==> src/rtl/tx_fifo_pkg.sv <==
// Width helpers shared by the multi-channel TX FIFO and its per-channel pointer block.
package tx_fifo_pkg;

  function automatic int ch_width(input int num_ch);
    return (num_ch > 1) ? $clog2(num_ch) : 1;
  endfunction

  function automatic int ptr_width(input int depth);
    return $clog2(depth) + 1;
  endfunction

  function automatic int lvl_width(input int depth);
    return $clog2(depth) + 1;
  endfunction

  // LSB of channel ch inside the packed level bus
  function automatic int lvl_lsb(input int ch, input int depth);
    return ch * lvl_width(depth);
  endfunction

endpackage

==> src/rtl/tx_chan_ptr.sv <==
// Per-channel write/read pointer pair with empty, full, almost-full and fill-level derivation.
module tx_chan_ptr
  import tx_fifo_pkg::*;
#(
  parameter int  DEPTH    = 16,
  parameter int  AFULL_TH = DEPTH - 2,
  localparam int PTRW     = ptr_width(DEPTH),
  localparam int AW       = PTRW - 1
) (
  input  logic            clk_i,
  input  logic            rst_i,
  input  logic            wr_en_i,
  input  logic            rd_en_i,
  output logic [AW-1:0]   waddr_o,
  output logic [AW-1:0]   raddr_o,
  output logic            empty_o,
  output logic            full_o,
  output logic            afull_o,
  output logic [PTRW-1:0] level_o
);

  logic [PTRW-1:0] wptr_q, wptr_d;
  logic [PTRW-1:0] rptr_q, rptr_d;

  assign wptr_d = wptr_q + PTRW'(wr_en_i);
  assign rptr_d = rptr_q + PTRW'(rd_en_i);

  always_ff @(posedge clk_i) begin
    if (rst_i) begin
      wptr_q <= '0;
      rptr_q <= '0;
    end else begin
      wptr_q <= wptr_d;
      rptr_q <= rptr_d;
    end
  end

  // MSB is the wrap bit: equal low bits with differing wrap bits means full
  assign waddr_o = wptr_q[AW-1:0];
  assign raddr_o = rptr_q[AW-1:0];
  assign empty_o = (wptr_q == rptr_q);
  assign full_o  = (wptr_q[AW-1:0] == rptr_q[AW-1:0]) && (wptr_q[AW] != rptr_q[AW]);
  assign level_o = wptr_q - rptr_q;
  assign afull_o = (level_o >= PTRW'(AFULL_TH));

endmodule

==> src/rtl/tx_mc_fifo.sv <==
// Single-clock multi-channel TX FIFO: NUM_CH queues sharing one storage array, sticky ovf/udf.
// Define TX_MC_FIFO_FWFT_EN for a first-word-fall-through read port; default is a registered read.
module tx_mc_fifo
  import tx_fifo_pkg::*;
#(
  parameter int  NUM_CH     = 4,
  parameter int  FIFO_DEPTH = 16,
  parameter int  DATA_WIDTH = 8,
  parameter int  AFULL_TH   = FIFO_DEPTH - 2,
  localparam int CHW        = ch_width(NUM_CH),
  localparam int LW         = lvl_width(FIFO_DEPTH)
) (
  input  logic                 clk,
  input  logic                 rst,
  input  logic                 winc,
  input  logic [CHW-1:0]       w_ch,
  input  logic [DATA_WIDTH-1:0] w_data,
  input  logic                 rinc,
  input  logic [CHW-1:0]       r_ch,
  output logic [DATA_WIDTH-1:0] r_data,
  output logic                 r_valid,
  output logic [NUM_CH-1:0]    wfull,
  output logic [NUM_CH-1:0]    rempty,
  output logic [NUM_CH-1:0]    afull,
  output logic [NUM_CH*LW-1:0] level,
  output logic                 ovf,
  output logic                 udf
);

  localparam int             AW     = LW - 1;
  localparam logic [CHW:0]   CH_LIM = (CHW + 1)'(NUM_CH);

  logic                  w_ch_ok, r_ch_ok, w_acc, r_acc;
  logic [NUM_CH-1:0]     wr_en, rd_en;
  logic [AW-1:0]         waddr [NUM_CH];
  logic [AW-1:0]         raddr [NUM_CH];
  logic [CHW+AW-1:0]     w_addr, r_addr;
  logic [DATA_WIDTH-1:0] mem_q [NUM_CH*FIFO_DEPTH];
  logic                  ovf_q, ovf_d, udf_q, udf_d;

  assign w_ch_ok = ({1'b0, w_ch} < CH_LIM);
  assign r_ch_ok = ({1'b0, r_ch} < CH_LIM);
  // Flags come from registered pointers only, so there is no same-cycle write-to-read bypass
  assign w_acc   = winc && !rst && w_ch_ok && !wfull[w_ch];
  assign r_acc   = rinc && !rst && r_ch_ok && !rempty[r_ch];

  always_comb begin
    wr_en = '0;
    rd_en = '0;
    if (w_acc) wr_en[w_ch] = 1'b1;
    if (r_acc) rd_en[r_ch] = 1'b1;
  end

  for (genvar c = 0; c < NUM_CH; c++) begin : g_ch
    tx_chan_ptr #(
      .DEPTH   (FIFO_DEPTH),
      .AFULL_TH(AFULL_TH)
    ) u_ptr (
      .clk_i  (clk),
      .rst_i  (rst),
      .wr_en_i(wr_en[c]),
      .rd_en_i(rd_en[c]),
      .waddr_o(waddr[c]),
      .raddr_o(raddr[c]),
      .empty_o(rempty[c]),
      .full_o (wfull[c]),
      .afull_o(afull[c]),
      .level_o(level[lvl_lsb(c, FIFO_DEPTH) +: LW])
    );
  end

  assign w_addr = {w_ch, waddr[w_ch]};
  assign r_addr = {r_ch, raddr[r_ch]};

  always_ff @(posedge clk) begin
    if (w_acc) mem_q[w_addr] <= w_data;
  end

  assign ovf_d = ovf_q | (winc && !w_acc);
  assign udf_d = udf_q | (rinc && !r_acc);

  always_ff @(posedge clk) begin
    if (rst) begin
      ovf_q <= 1'b0;
      udf_q <= 1'b0;
    end else begin
      ovf_q <= ovf_d;
      udf_q <= udf_d;
    end
  end

  assign ovf = ovf_q;
  assign udf = udf_q;

`ifdef TX_MC_FIFO_FWFT_EN
  assign r_data  = r_ch_ok ? mem_q[r_addr] : '0;
  assign r_valid = r_ch_ok && !rempty[r_ch];
`else
  logic [DATA_WIDTH-1:0] r_data_q, r_data_d;
  logic                  r_valid_q;

  assign r_data_d = r_acc ? mem_q[r_addr] : r_data_q;

  always_ff @(posedge clk) begin
    if (rst) begin
      r_data_q  <= '0;
      r_valid_q <= 1'b0;
    end else begin
      r_data_q  <= r_data_d;
      r_valid_q <= r_acc;
    end
  end

  assign r_data  = r_data_q;
  assign r_valid = r_valid_q;
`endif

endmodule

==> config.mk <==
export PLATFORM = sky130hd
export DESIGN_NAME = tx_mc_fifo
export DESIGN_NICKNAME = d
export VERILOG_FILES = /design/src/rtl/tx_fifo_pkg.sv /design/src/rtl/tx_chan_ptr.sv /design/src/rtl/tx_mc_fifo.sv
export SDC_FILE = /design/constraint.sdc
export NUM_CORES = 1
export LEC_CHECK = 0
export BUFFER_PORTS_ARGS = -buffer_cell sky130_fd_sc_hd__clkbuf_2
export CAP_MARGIN = 20
export CORE_UTILIZATION = 28
export CTS_BUF_LIST = sky130_fd_sc_hd__clkbuf_8 sky130_fd_sc_hd__clkbuf_16
export DETAILED_ROUTE_END_ITERATION = 6
export GPL_ROUTABILITY_DRIVEN = 0
export SKIP_CTS_REPAIR_TIMING = 1
export SLEW_MARGIN = 20
export SYNTH_ARGS = -nofsm -noshare
export SYNTH_HDL_FRONTEND = slang
export SYNTH_HIERARCHICAL = 1
export SYNTH_SLANG_ARGS = --single-unit
==> constraint.sdc <==
create_clock -name clk -period 2.59 [get_ports clk]
set_input_delay 0.3885 -clock clk [delete_from_list [all_inputs] [get_ports clk]]
set_output_delay 0.3885 -clock clk [all_outputs]
set_load 0.02 [all_outputs]
==> results.rst <==
.. list-table::
   :header-rows: 1

   * - Metric
     - Value
   * - Outcome
     - complete, but fails checks
   * - Violations in the final reports
     - DRC, setup timing
   * - Total Nets Final
     - 1898
   * - Diodes inserted
     - 0
   * - Post-synthesis async set-or-reset flop share
     - 0%
   * - I/O pin total
     - a little under 60
   * - FP Rows
     - around 110
   * - Placed cell count
     - approximately 2800
   * - Combinational share of power
     - 3.7%
   * - Worst Hold Depth
     - 3
   * - Number of antenna violations at the first check in global routing
     - 1
   * - Buffers on Ports
     - 58
   * - Die W
     - 293 um
   * - CTS tree
     - done
   * - Relative area change from synthesis to final layout
     - 29.5%
   * - Final standard cell count with taps included and fillers excluded
     - around 3000
   * - Synthesized instance count
     - 1524
   * - Period utilization
     - 115%
   * - Worst hold path type
     - in -> reg
   * - Sort of element at the end of the critical path
     - primary output
   * - Most frequent cell on the critical path
     - buf_4
   * - Count of max-cap constraint violations
     - 0
   * - Clock insertion delay at the later pin of the skew report
     - ~0.62 ns
   * - Sequential Power Share
     - about 53%
   * - Worst Path Arrival
     - about 2.6 ns
   * - Highest clock rate
     - roughly 0.34 GHz
   * - R2R Path Start
     - g_ch[1].u_ptr/rptr_q[1]
   * - Number of failing hold endpoints at the final stage
     - 0
   * - R2r endpoint
     - r_data[5]
   * - Post-synth top area share
     - around two thirds
   * - Flops & latches, synth
     - roughly 560
   * - Die height
     - a little under 300 um
   * - Reg2Reg Depth
     - 11
   * - Number of detailed-routing iterations run before antenna repair
     - 7
   * - HPWL Detailed
     - 42000 um
   * - Area of the placeable core
     - 83600 sq um
   * - Final-report max-slew violation count
     - 0
   * - Count of unique library cells instantiated by Yosys
     - 58
   * - H-tree level count
     - 2
   * - CP Launch Type
     - flip-flop
   * - Vias in the first global route
     - 14321
   * - Finish-stage setup viols
     - roughly 270
   * - Worst stage delay on the critical path
     - 0.55 ns
   * - Total number of vias
     - ~14000
   * - Leakage
     - roughly 10 nW
   * - GRT Total Usage
     - around 14%
   * - Max stage delay cell, worst path
     - fa_2
   * - Clock transition at the registers of the reported paths
     - 0.07 ns
   * - Share of the yosys chip area belonging to registers
     - between 60 and 70%
   * - First-pass GRT wire length
     - 89800 um
   * - Setup WS pre-CTS
     - -0.637 ns
   * - Die footprint
     - approximately 86000 sq um
   * - Flop2flop setup slack
     - -0.28 ns
   * - Final critical delay including setup and external delays
     - between 2 and 3 ns
   * - Ratio of total power to cell area
     - ~620 nW/um^2
   * - Power Total
     - ~0.019 W
   * - Required time reported for the critical path endpoint
     - around 2.2 ns
   * - Setup slack after layout
     - -0.391 ns
   * - Mapped Nets
     - between 1500 and 2000
   * - Initial cell density of the core
     - 28.3%
   * - Worst-case vdd ir drop
     - around 0.00055 V
   * - Peak fanout along the critical path
     - 3
   * - Cells taking the most area after synthesis
     - edfxtp_1 (65%), mux2i_1 (9.7%), dfxtp_1 (4.3%)
   * - Clock tree root buffer cell
     - clkbuf_16
   * - Sink count of the clock tree
     - between 500 and 600
   * - Worst Hold Endpoint
     - ovf
   * - Inserted Clock Buffers
     - 57
   * - Detailed-route vias per instance
     - 4.79
   * - Fraction of layout cells with a size suffix above 1
     - 35.5%
   * - EDFF count, synth
     - 512
   * - Top cell type by total area after synthesis
     - edfxtp_1
   * - Maximum number of pins on one net before global-route repair
     - 65
   * - Total overflow reported by the global router
     - 0
   * - Sw Share
     - between 20% and 30%
   * - Final wirelength
     - around 62000 um
   * - Series of cell instances along the critical path
     - buf_4, inv_2, buf_4, fa_2, nand2_2, or4b_1, o211ai_2, buf_6
   * - Power spent charging and discharging nets
     - between 0.003 and 0.004 W
   * - Dominant synthesized flop cell
     - edfxtp_1
   * - Int Power
     - approximately 0.015 W
   * - Share of total power in the clock network
     - approximately 44%
   * - Slew of the pin with the lowest slew margin
     - 1.09 ns
   * - Summed instance area of the synthesized netlist
     - 23600 sq um
   * - Average footprint of a synthesized cell
     - between 15 and 20 sq um
   * - Antenna Nets Post-Route
     - 0
   * - Average detailed-routed wire length per instance
     - 20.8 um
   * - RSZ-0062 raised after global routing
     - yes
   * - Worst-case headroom to the max-slew limit
     - 27.5%
   * - Clock Skews
     - 0.0167 ns
   * - Warning count from the yosys run
     - 6
   * - First-iteration detailed-routing DRC count
     - between 1000 and 1500
   * - Hold Startpoint
     - winc
   * - Clock Tree Buf Depth
     - 3
   * - DRC viols
     - 1
   * - Worst setup path category
     - reg -> out
[power groups by stage]
stage	clock network (W)	registers (W)	logic (W)
6_report	0.00820	0.00995	0.000690
5_1_grt	0.00869	0.00994	0.000736
4_1_cts	0.00834	0.00995	0.000637
3_5_place_dp	0	0.0101	0.000636
3_3_place_gp	0	0.0101	0.000624
2_1_floorplan	0	0.0102	0.000246
[worst max-delay path by stage]
stage | slack [ns] | start | depth (start not counted) | to
6_report | -0.39 | g_ch[2].u_ptr/rptr_q[1] | 8 | afull[2]
5_1_grt | -0.47 | g_ch[2].u_ptr/rptr_q[0] | 8 | afull[2]
4_1_cts | -0.57 | g_ch[2].u_ptr/rptr_q[0] | 8 | afull[2]
3_5_place_dp | -0.64 | r_ch[0] | 10 | r_data[2]
3_3_place_gp | -0.62 | r_ch[0] | 10 | r_data[2]
2_1_floorplan | -0.09 | w_ch[0] | 5 | mem_q[24][0]
[metrics by stage]
stage	setup TNS (ns)	hold WS (ns)	util, %	instance area (sq um)
floorplan	-8.95	0.487	-	23900
global placement	-33.73	0.454	32.7	27300
detailed placement	-52.60	0.488	32.7	27300
CTS	-57.18	-0.0411	34.9	29200
global route	-53.82	0.0240	36.6	30600
finish	-23.25	0.0217	36.6	30600
[layout by cell type, fill, tap and decap left out, types with 17 or more instances in the layout]
cell type	synthesis	final
mux2i_1	228	221
nand2_1	61	52
inv_1	33	29
nor2_1	127	88
nand3_1	27	24
edfxtp_1	512	512
buf_6	2	43
nor2_4	0	34
clkbuf_2	0	50
nor2b_1	33	30
buf_4	34	226
dfxtp_1	51	28
clkbuf_16	0	61
buf_12	0	34
ha_4	0	18
dfxtp_2	0	17
xor2_1	20	17
o22ai_1	38	35
[worst max-delay path, delay by kind of cell (launching register included)]
kind                     cells  cell delay (ns)
adder cells (fa/ha/maj)      1             0.55
buffers and inverters        4             0.40
AND/OR/NAND/NOR              2             0.55
AO/OA/AOI/OAI                1             0.09
flip-flops                   1             0.37
[Yosys cell counts, types with 7 or more instances]
| master | count |
|---|---|
| edfxtp_1 | 512 |
| ha_1 | 32 |
| nand2b_1 | 10 |
| buf_2 | 28 |
| o22ai_1 | 38 |
| xnor2_1 | 16 |
| a21oi_1 | 10 |
| buf_4 | 34 |
| nand4_1 | 13 |
| nand3_1 | 27 |
| o21ai_0 | 22 |
| a211oi_1 | 10 |
| nand2_1 | 61 |
| nor2b_1 | 33 |
| clkbuf_1 | 32 |
| a22oi_1 | 18 |
| inv_1 | 33 |
| mux4_2 | 19 |
| dfxtp_1 | 51 |
| o22a_1 | 12 |
| o2111ai_1 | 10 |
| xor2_1 | 20 |
| mux2i_1 | 228 |
| nor2_1 | 127 |
| mux2_2 | 18 |
| o211ai_1 | 7 |
[metal layers]
layer | wire length [um] | GRT usage (%)
met5 | 13 | 0
met3 | 2880 | 2.23
met4 | 1470 | 4.09
met2 | 30400 | 23.3
met1 | 27100 | 18.5
[cells by family after synthesis]
logic type / Yosys count / synth area share [%]
flip-flops: 563 / 69.4
AND/OR/NAND/NOR: 317 / 6.55
multiplexers: 265 / 12.3
AO/OA/AOI/OAI: 176 / 5.55
buffers and inverters: 131 / 2.83
XOR/XNOR: 36 / 1.33
adder cells (fa/ha/maj): 36 / 2.03
[flip-flops by register name, indices dropped and copies added (netlist names)]
name / count
r_valid: 1
ovf: 1
r_data: 8
mem_q: 512
g_ch.u_ptr/rptr_q: 20
udf: 1
g_ch.u_ptr/wptr_q: 20
[area by class of cell]
type	count	area, sq um
Tap cell	1080	1350
Sequential cell	563	16400
Clock inverter	48	394
Multi-Input combinational cell	830	7570
Fill cell	7731	52900
Inverter	33	126
Clock buffer	59	1480
Timing Repair Buffer	361	3250
Note: power is estimated with default switching activity, not from simulation.
